$ cat config.mk
export PLATFORM = sky130hd
export DESIGN_NAME = alu_param
export DESIGN_NICKNAME = d
export VERILOG_FILES = /design/src/rtl/alu_param.sv
export SDC_FILE = /design/constraint.sdc
export NUM_CORES = 1
export LEC_CHECK = 0
export CAP_MARGIN = 15
export CORE_MARGIN = 1.5
export CORE_UTILIZATION = 45
export CTS_BUF_LIST = sky130_fd_sc_hd__clkbuf_16
export DETAILED_ROUTE_END_ITERATION = 7
export PLACE_DENSITY_LB_ADDON = 0.3
export SYNTH_ARGS = -nofsm -noshare
export SYNTH_HDL_FRONTEND = slang
export SYNTH_SLANG_ARGS = --single-unit
export TNS_END_PERCENT = 100
$ cat constraint.sdc
create_clock -name clk -period 7.9 [get_ports clk]
set_input_delay 1.58 -clock clk [delete_from_list [all_inputs] [get_ports clk]]
set_output_delay 1.58 -clock clk [all_outputs]
set_load 0.01 [all_outputs]
$ cat src/rtl/alu_param.sv
// Parametrised multi-cycle integer ALU: serial operands on inbus, one or two
// result words on outbus, BEGIN/END handshake, signed mode, ovf/dz flags.
module alu_param #(
    parameter int W = 8
) (
    input  logic         clk,
    input  logic         reset,
    input  logic         BEGIN,
    input  logic [1:0]   op_code,
    input  logic         sgn,
    input  logic [W-1:0] inbus,
    output logic [W-1:0] outbus,
    output logic         out_valid,
    output logic         END,
    output logic         busy,
    output logic         ovf,
    output logic         dz
);
    localparam int CW = $clog2(W);

    typedef enum logic [2:0] {IDLE, LOADB, EXEC, FIX, OUT0, OUT1} state_t;
    typedef enum logic [1:0] {OP_ADD, OP_SUB, OP_MUL, OP_DIV} op_t;

    state_t        state;
    op_t           op;
    logic          sgn_r;
    logic [W-1:0]  a;
    logic [W-1:0]  b;
    logic [W-1:0]  bm;
    logic [W:0]    p_hi;
    logic [W-1:0]  p_lo;
    logic          q1;
    logic [W+1:0]  rem;
    logic [CW-1:0] cnt;

    logic [W-1:0]  a_mag;
    logic [W-1:0]  in_mag;
    logic [W:0]    add_sum;
    logic [W:0]    sub_diff;
    logic          add_ovf;
    logic          sub_ovf;
    logic [W:0]    b_ext;
    logic [W:0]    mul_sum;
    logic [W+1:0]  rem_sh;
    logic [W+1:0]  rem_nxt;
    logic [W-1:0]  rem_fix;
    logic [W-1:0]  q_out;
    logic [W-1:0]  r_out;
    logic          div_ovf;

    always_comb begin
        a_mag    = (sgn_r && a[W-1]) ? -a : a;
        in_mag   = (sgn_r && inbus[W-1]) ? -inbus : inbus;
        add_sum  = {1'b0, a} + {1'b0, inbus};
        sub_diff = {1'b0, a} - {1'b0, inbus};
        add_ovf  = sgn_r ? ((a[W-1] == inbus[W-1]) && (add_sum[W-1] != a[W-1])) : add_sum[W];
        sub_ovf  = sgn_r ? ((a[W-1] != inbus[W-1]) && (sub_diff[W-1] != a[W-1])) : sub_diff[W];

        // One extra accumulator bit keeps Booth's +/-B and the unsigned carry exact.
        b_ext   = {sgn_r & b[W-1], b};
        mul_sum = p_hi;
        if (sgn_r) begin
            if (p_lo[0] && !q1)
                mul_sum = p_hi - b_ext;
            else if (!p_lo[0] && q1)
                mul_sum = p_hi + b_ext;
        end else if (p_lo[0]) begin
            mul_sum = p_hi + b_ext;
        end

        rem_sh  = {rem[W:0], p_lo[W-1]};
        rem_nxt = rem[W+1] ? rem_sh + {2'b00, bm} : rem_sh - {2'b00, bm};
        rem_fix = rem[W+1] ? rem[W-1:0] + bm : rem[W-1:0];

        div_ovf = sgn_r && (a == {1'b1, {(W-1){1'b0}}}) && (b == '1);
        if (b == '0) begin
            q_out = '1;
            r_out = a;
        end else begin
            q_out = (sgn_r && (a[W-1] ^ b[W-1])) ? -p_lo : p_lo;
            r_out = (sgn_r && a[W-1]) ? -rem_fix : rem_fix;
        end
    end

    always_ff @(posedge clk) begin
        if (!reset) begin
            state     <= IDLE;
            op        <= OP_ADD;
            sgn_r     <= 1'b0;
            a         <= '0;
            b         <= '0;
            bm        <= '0;
            p_hi      <= '0;
            p_lo      <= '0;
            q1        <= 1'b0;
            rem       <= '0;
            cnt       <= '0;
            outbus    <= '0;
            out_valid <= 1'b0;
            END       <= 1'b0;
            busy      <= 1'b0;
            ovf       <= 1'b0;
            dz        <= 1'b0;
        end else begin
            out_valid <= 1'b0;
            END       <= 1'b0;
            case (state)
                IDLE: begin
                    busy <= BEGIN;
                    if (BEGIN) begin
                        a     <= inbus;
                        op    <= op_t'(op_code);
                        sgn_r <= sgn;
                        ovf   <= 1'b0;
                        dz    <= 1'b0;
                        state <= LOADB;
                    end
                end
                LOADB: begin
                    b    <= inbus;
                    bm   <= in_mag;
                    p_hi <= '0;
                    p_lo <= (op == OP_MUL) ? a : a_mag;
                    q1   <= 1'b0;
                    rem  <= '0;
                    cnt  <= '0;
                    case (op)
                        OP_ADD: begin
                            p_hi  <= {1'b0, add_sum[W-1:0]};
                            ovf   <= add_ovf;
                            state <= OUT1;
                        end
                        OP_SUB: begin
                            p_hi  <= {1'b0, sub_diff[W-1:0]};
                            ovf   <= sub_ovf;
                            state <= OUT1;
                        end
                        OP_MUL:  state <= EXEC;
                        default: state <= (inbus == '0) ? FIX : EXEC;
                    endcase
                end
                EXEC: begin
                    if (op == OP_MUL) begin
                        p_hi <= {sgn_r & mul_sum[W], mul_sum[W:1]};
                        p_lo <= {mul_sum[0], p_lo[W-1:1]};
                        q1   <= p_lo[0];
                    end else begin
                        rem  <= rem_nxt;
                        p_lo <= {p_lo[W-2:0], ~rem_nxt[W+1]};
                    end
                    cnt <= cnt + 1'b1;
                    if (cnt == CW'(W - 1))
                        state <= (op == OP_MUL) ? OUT0 : FIX;
                end
                FIX: begin
                    p_lo  <= q_out;
                    p_hi  <= {1'b0, r_out};
                    ovf   <= div_ovf;
                    dz    <= (b == '0);
                    state <= OUT0;
                end
                OUT0: begin
                    outbus    <= p_lo;
                    out_valid <= 1'b1;
                    state     <= OUT1;
                end
                OUT1: begin
                    outbus    <= p_hi[W-1:0];
                    out_valid <= 1'b1;
                    END       <= 1'b1;
                    state     <= IDLE;
                end
                default: state <= IDLE;
            endcase
        end
    end
endmodule

# ---- Yosys cells after proc, flatten, opt, wreduce, memory -nomap -nowiden
# Cells that the tools add are included.
dict set report op_classes {
  add_sub_neg 12
  n_eq_ne 20
  mux 38
  bitwise 4
  reduce_logical 30
}
# operator n
set ops {}
lappend ops {{8-bit two-way mux} 9}
lappend ops {{9-bit two-way mux} 5}
lappend ops {{8-bit negation} 4}
lappend ops {{8-bit one-hot mux with 2 select lines} 2}
lappend ops {{9-bit one-hot mux with 3 select lines} 1}
lappend ops {{8-bit one-hot mux with 3 select lines} 1}
lappend ops {{10-bit two-way mux} 2}
lappend ops {{10-bit one-hot mux with 2 select lines} 1}
lappend ops {{8-bit == test (second input constant)} 2}
lappend ops {{8-bit logical NOT} 2}
lappend ops {{3-bit one-hot mux with 5 select lines} 1}
lappend ops {{2-bit AND reduction} 7}
lappend ops {{3-bit one-hot mux with 2 select lines} 2}
lappend ops {{10-bit by 8-bit adder with 10-bit output} 1}
lappend ops {{10-bit by 8-bit subtractor with 10-bit output} 1}
lappend ops {{8-bit by 8-bit adder with 9-bit output} 1}
lappend ops {{9-bit adder} 1}
lappend ops {{3-bit == test (second input constant)} 3}
lappend ops {{1-bit logical AND} 9}
lappend ops {{3-bit two-way mux} 3}
lappend ops {{8-bit by 8-bit subtractor with 9-bit output} 1}
lappend ops {{9-bit subtractor} 1}
lappend ops {{8-bit adder} 1}
lappend ops {{2-bit != test (second input constant)} 4}
lappend ops {{other kinds (21)} 39}
dict set report totals {
  reg_bits 74
  out_inout_bits 13
  word_cells 121
}

# ---- Longest topological paths before layout
dict set report logic_depth {
  word_depth 8
  depth_mapped 13
  depth_no_buf 13
}

# ---- Least setup slack after synthesis
# No wires, ideal clock.
dict set report synth_timing {
  kind {input port to flip-flop}
  startpoint {input port inbus[3]}
  endpoint {register p_hi[7]}
  t_arrival_ns 3.241
  required_time_ns 7.768
  slack_ns 4.527
  stages 10
  n_path_buf 0
  cell_sequence {inv_1 > ha_1 > nor2b_1 > o21bai_1 > o41ai_1 > o41ai_1 > mux2i_1 > xnor2_1 > a221oi_1 > a31oi_1}
}
dict set report synth_via {
  elab_chain_cells 3
  word_cells_on_any_way 4
  cone_classes {add/sub (2); mux (2)}
}
# item line
set synth_lines {}
lappend synth_lines {{from (decl)} 11} ;# input logic [W-1:0] inbus,
lappend synth_lines {{8-bit by 8-bit subtractor with 9-bit output or 8-bit by 8-bit adder with 9-bit output (tied branches)} {55, 54}}
lappend synth_lines {{8-bit one-hot mux with 2 select lines *} 127} ;# case (op)
lappend synth_lines {{9-bit one-hot mux with 3 select lines *} 107} ;# case (state)
lappend synth_lines {{to (signal assigned)} 129} ;# p_hi <= {1'b0, add_sum[W-1:0]};
lappend synth_lines {{to (signal assigned)} 134} ;# p_hi <= {1'b0, sub_diff[W-1:0]};
lappend synth_lines {{to (signal assigned)} 144} ;# p_hi <= {sgn_r & mul_sum[W], mul_sum[W:1]};
lappend synth_lines {{to (decl)} 30} ;# logic [W:0] p_hi;
# Every way passes the cells marked *; elsewhere a longest branch is shown, timed or not.
# A chain may end at the register's enable or synchronous reset.

# ---- Final worst setup path
dict set report layout_timing {
  startpoint {input port inbus[1]}
  endpoint {register p_hi[7]}
}
# Same word-level chain as after synthesis.

==> impl_metrics.csv <==
group,metric,value,unit
detailed_routing,vias,6351,
timing,finalHoldViolations,0,
pwr,p_sw,572,uW
hold_path,min-delay-start,"busy",
pwr,pwr-share-seq,32.6,%
worst_setup_path,critPathRequiredTime,8.13,ns
clock_tree,cts_root_buffer,"clkbuf_16",
worst_setup_path,slowest_stage,"clkdlybuf4s50_1",
die,dieHeight,122,microns
die,initial_core_util,46.2,%
worst_setup_path,path_buf_inv,2,
clock_tree,cts_buffers,9,
outcome,status,"completed",
hold_path,holdPathEnd,"busy",
hold_path,hp-class,"register to register",
pwr,cellLeakagePower,0.00276,uW
timing,timing.final.ws_setup,3.89,ns
worst_setup_path,cp_top_family,"compound AO/OA/AOI/OAI gates",
global_route,grt_pass1_vias,5865,
detailed_routing,drc_errors,0,
die,design.die.area,15000,sq um
worst_setup_path,worstPathMaxFanout,9,
worst_setup_path,rr_worst_depth,12,
job,maxCapViolations,0,
pwr,p_int,901,uW
pwr,clockPowerShare,30.4,%
worst_setup_path,crit_type,"input port to register",
worst_setup_path,r2r_setup_slack,4.61,ns
placed_design,place_ws,3.56,ns
timing,rsz0062_at_grt,"false",
logic_synthesis,yosys_most_used_dff,"dfxtp_1",
pwr,comb_power_share,37.0,%
logic_synthesis,synth_nets,934,
clock_tree,cts_setup_buffers,0,
worst_setup_path,rr_startpoint,"b[0]",
worst_setup_path,cp-end-kind,"register",
cells_and_area,num-nets-final,928,
logic_synthesis,avgSynthCellArea,7.47,sq um
timing,drv_slew,0,
pwr,peakVddDrop,0.000113,V
timing,min_period,4.01,ns
detailed_routing,drtPass1Iterations,5,
clock_tree,postCtsHoldBufs,0,
logic_synthesis,synth.distinct_cells,67,
placed_design,place_hpwl,13600,microns
detailed_routing,avgRoutedWirePerCell,17.8,microns
timing,fmax,249,MHz
clock_tree,htreeDepth,3,
global_route,grt_max_degree,59,
worst_setup_path,cp-start-kind,"input port",
clock_tree,cts.sinks,73,
logic_synthesis,async_flop_share,0,%
die,num_io_pins,27,
placed_design,io_buffer_count,26,
detailed_routing,drt_iter0_drc,620,
logic_synthesis,synth-edff-count,0,
global_route,grt_use_total,26.1,%
die,die_x,122,microns
cells_and_area,num_antenna_cells,0,
hold_path,whs_path_depth,2,
timing,setup_tns,0,ns
clock_tree,clockBufferDepth,2,
detailed_routing,wirelength,18500,microns
cells_and_area,drive_gt1_share,4.78,%
die,num_rows,43,
timing,setup_viol,0,
global_route,grt_overflow,0,
timing,worst_pin_slew,1.08,ns
timing,fin_skew,0.00875,ns
timing,post-route-period-util,50.8,%
placed_design,gp_congestion,0.950,
detailed_routing,ant_nets,0,
cells_and_area,syn2layout_area_growth,10.3,%
global_route,grt_pass1_wl,30700,microns
logic_synthesis,syn_inst,859,
detailed_routing,vias_per_cell,6.12,
die,core,13900,sq um
worst_setup_path,cpPeakStageDelay,0.74,ns
worst_setup_path,worst_r2r_endpoint,"rem[9]",
worst_setup_path,cp_cell_sequence,"clkdlybuf4s50_1 > inv_1 > ha_1 > nor2b_1 > o21a_1 > a311oi_1 > a21oi_1 > mux2i_1 > xnor2_1 > a221oi_1 > a31oi_1",
clock_tree,cts_tree,"yes",
timing,slew_headroom,27.5,%
clock_tree,clk_latency,0.35,ns
clock_tree,cts.clk_slew.worst_paths,0.06,ns
logic_synthesis,ys_seq_area_share,22.8,%
logic_synthesis,ys_ff_latch,73,
pwr,p_per_area,208,nW/um^2
logic_synthesis,synthesis.area,6410,sq um
clock_tree,post_cts_resized,0,
global_route,antenna_found_initial,0,
worst_setup_path,cp.arrival,4.25,ns
pwr,netSwitchingFraction,38.8,%
logic_synthesis,synth_warnings,0,
[worst max-delay path by stage]
| stage | from | slack (ns) | cells past startpoint | end |
|---|---|---|---|---|
| detailed placement | inbus[1] | 3.56 | 11 | p_hi[7] |
| global placement | inbus[1] | 3.64 | 11 | p_hi[7] |
| finish | inbus[1] | 3.89 | 11 | p_hi[7] |
| CTS | inbus[1] | 3.92 | 11 | p_hi[7] |
| floorplan | inbus[3] | 4.53 | 10 | p_hi[7] |
| global route | inbus[1] | 3.60 | 11 | p_hi[7] |
[area by class of cell]
cell class | count | area (sq um)
clock inverters | 7 | 93.8
multi-input cells | 687 | 4570
well taps | 180 | 225
fillers | 1402 | 6800
inverters | 49 | 184
clock buffers | 9 | 225
flip-flops and latches | 73 | 1460
repair buffers | 33 | 313
[through the flow]
stage	power [uW]	instance area [sq um]	cells	util, %	hold slack [ns]
after floorplan	880	6410	859	-	0.466
after global placement	1010	6760	1022	48.7	0.459
after detailed placement	1020	6760	1022	48.7	0.461
after CTS	1470	7080	1038	51.0	0.470
after global routing	1570	7080	1038	51.0	0.485
final	1470	7080	1038	51.0	0.466
[layout by cell type (no fill, tap or decap), types with 7 or more instances in the layout]
cell	n
xor2_1	20
ha_1	55
o21ai_0	42
mux2i_1	20
nor2_1	82
or3_1	7
xnor2_1	29
clkdlybuf4s50_1	26
buf_4	7
o41ai_1	7
a21o_1	9
clkbuf_16	9
a31oi_1	20
a21oi_1	79
nor2b_1	14
o21bai_1	7
nor3_1	23
a211oi_1	27
o221ai_1	7
inv_1	47
nand4_1	8
nand2_1	93
nand3_1	26
dfxtp_1	73
[tightest hold or removal path, stage by stage (launching register included)]
cell	delay, ns
dfxtp_1	0.31
o31ai_1	0.06
a21oi_1	0.06
[cell usage after synthesis (12+ instances only)]
library cell / instances / area share, %
o21ai_0: 42 / 3.3
dfxtp_1: 73 / 23
nand2_1: 93 / 5.4
ha_1: 55 / 11
xnor2_1: 29 / 4.0
xor2_1: 20 / 2.7
clkbuf_1: 35 / 2.0
inv_1: 47 / 2.8
a211oi_1: 27 / 3.2
nor2b_1: 14 / 1.4
a31oi_1: 20 / 2.0
nor3_1: 24 / 1.9
mux2i_1: 20 / 3.1
buf_2: 12 / 0.94
nand3_1: 26 / 2.0
nor2_1: 82 / 4.8
a21oi_1: 79 / 6.2
[state kept, by name, indices dropped and copies added (netlist names)]
signal and count:
busy 1, p_hi 9, b 8, p_lo 8, dz 1, outbus 8
rem 10, out_valid 1, ovf 1, END 1, cnt 3, op 2
state 3, sgn_r 1, q1 1, a 8, bm 7
[power by group through the flow]
stage	Sequential, uW	Combinational [uW]	Clock, uW
4_1_cts	478	538	450
2_1_floorplan	450	430	0
3_5_place_dp	486	535	0
3_3_place_gp	485	528	0
6_report	480	545	448
5_1_grt	486	615	467
[kinds of logic (layout without fill, tap and decap cells)]
family / after synthesis / in the layout / synth area share (%)
fa+ha+maj: 61 / 61 / 12.6
xor+xnor: 49 / 49 / 6.69
flops: 73 / 73 / 22.8
buf+inv: 99 / 98 / 6.09
simple gates: 295 / 295 / 21.5
compound gates: 260 / 260 / 26.7
mux: 22 / 22 / 3.65
[per-layer routing]
metal / part of all wire (%) / GRT usage (%) / up-vias / routed length [microns]
li1: - / - / 3091 / -
met1: 46 / 37.0 / 2978 / 8540
met2: 44 / 39.5 / 243 / 8090
met3: 7.0 / 3.81 / 39 / 1300
met4: 3.1 / 10.5 / 0 / 568
met5: 0 / 1.74 / - / 0
Note: power is estimated with default switching activity, not from simulation.
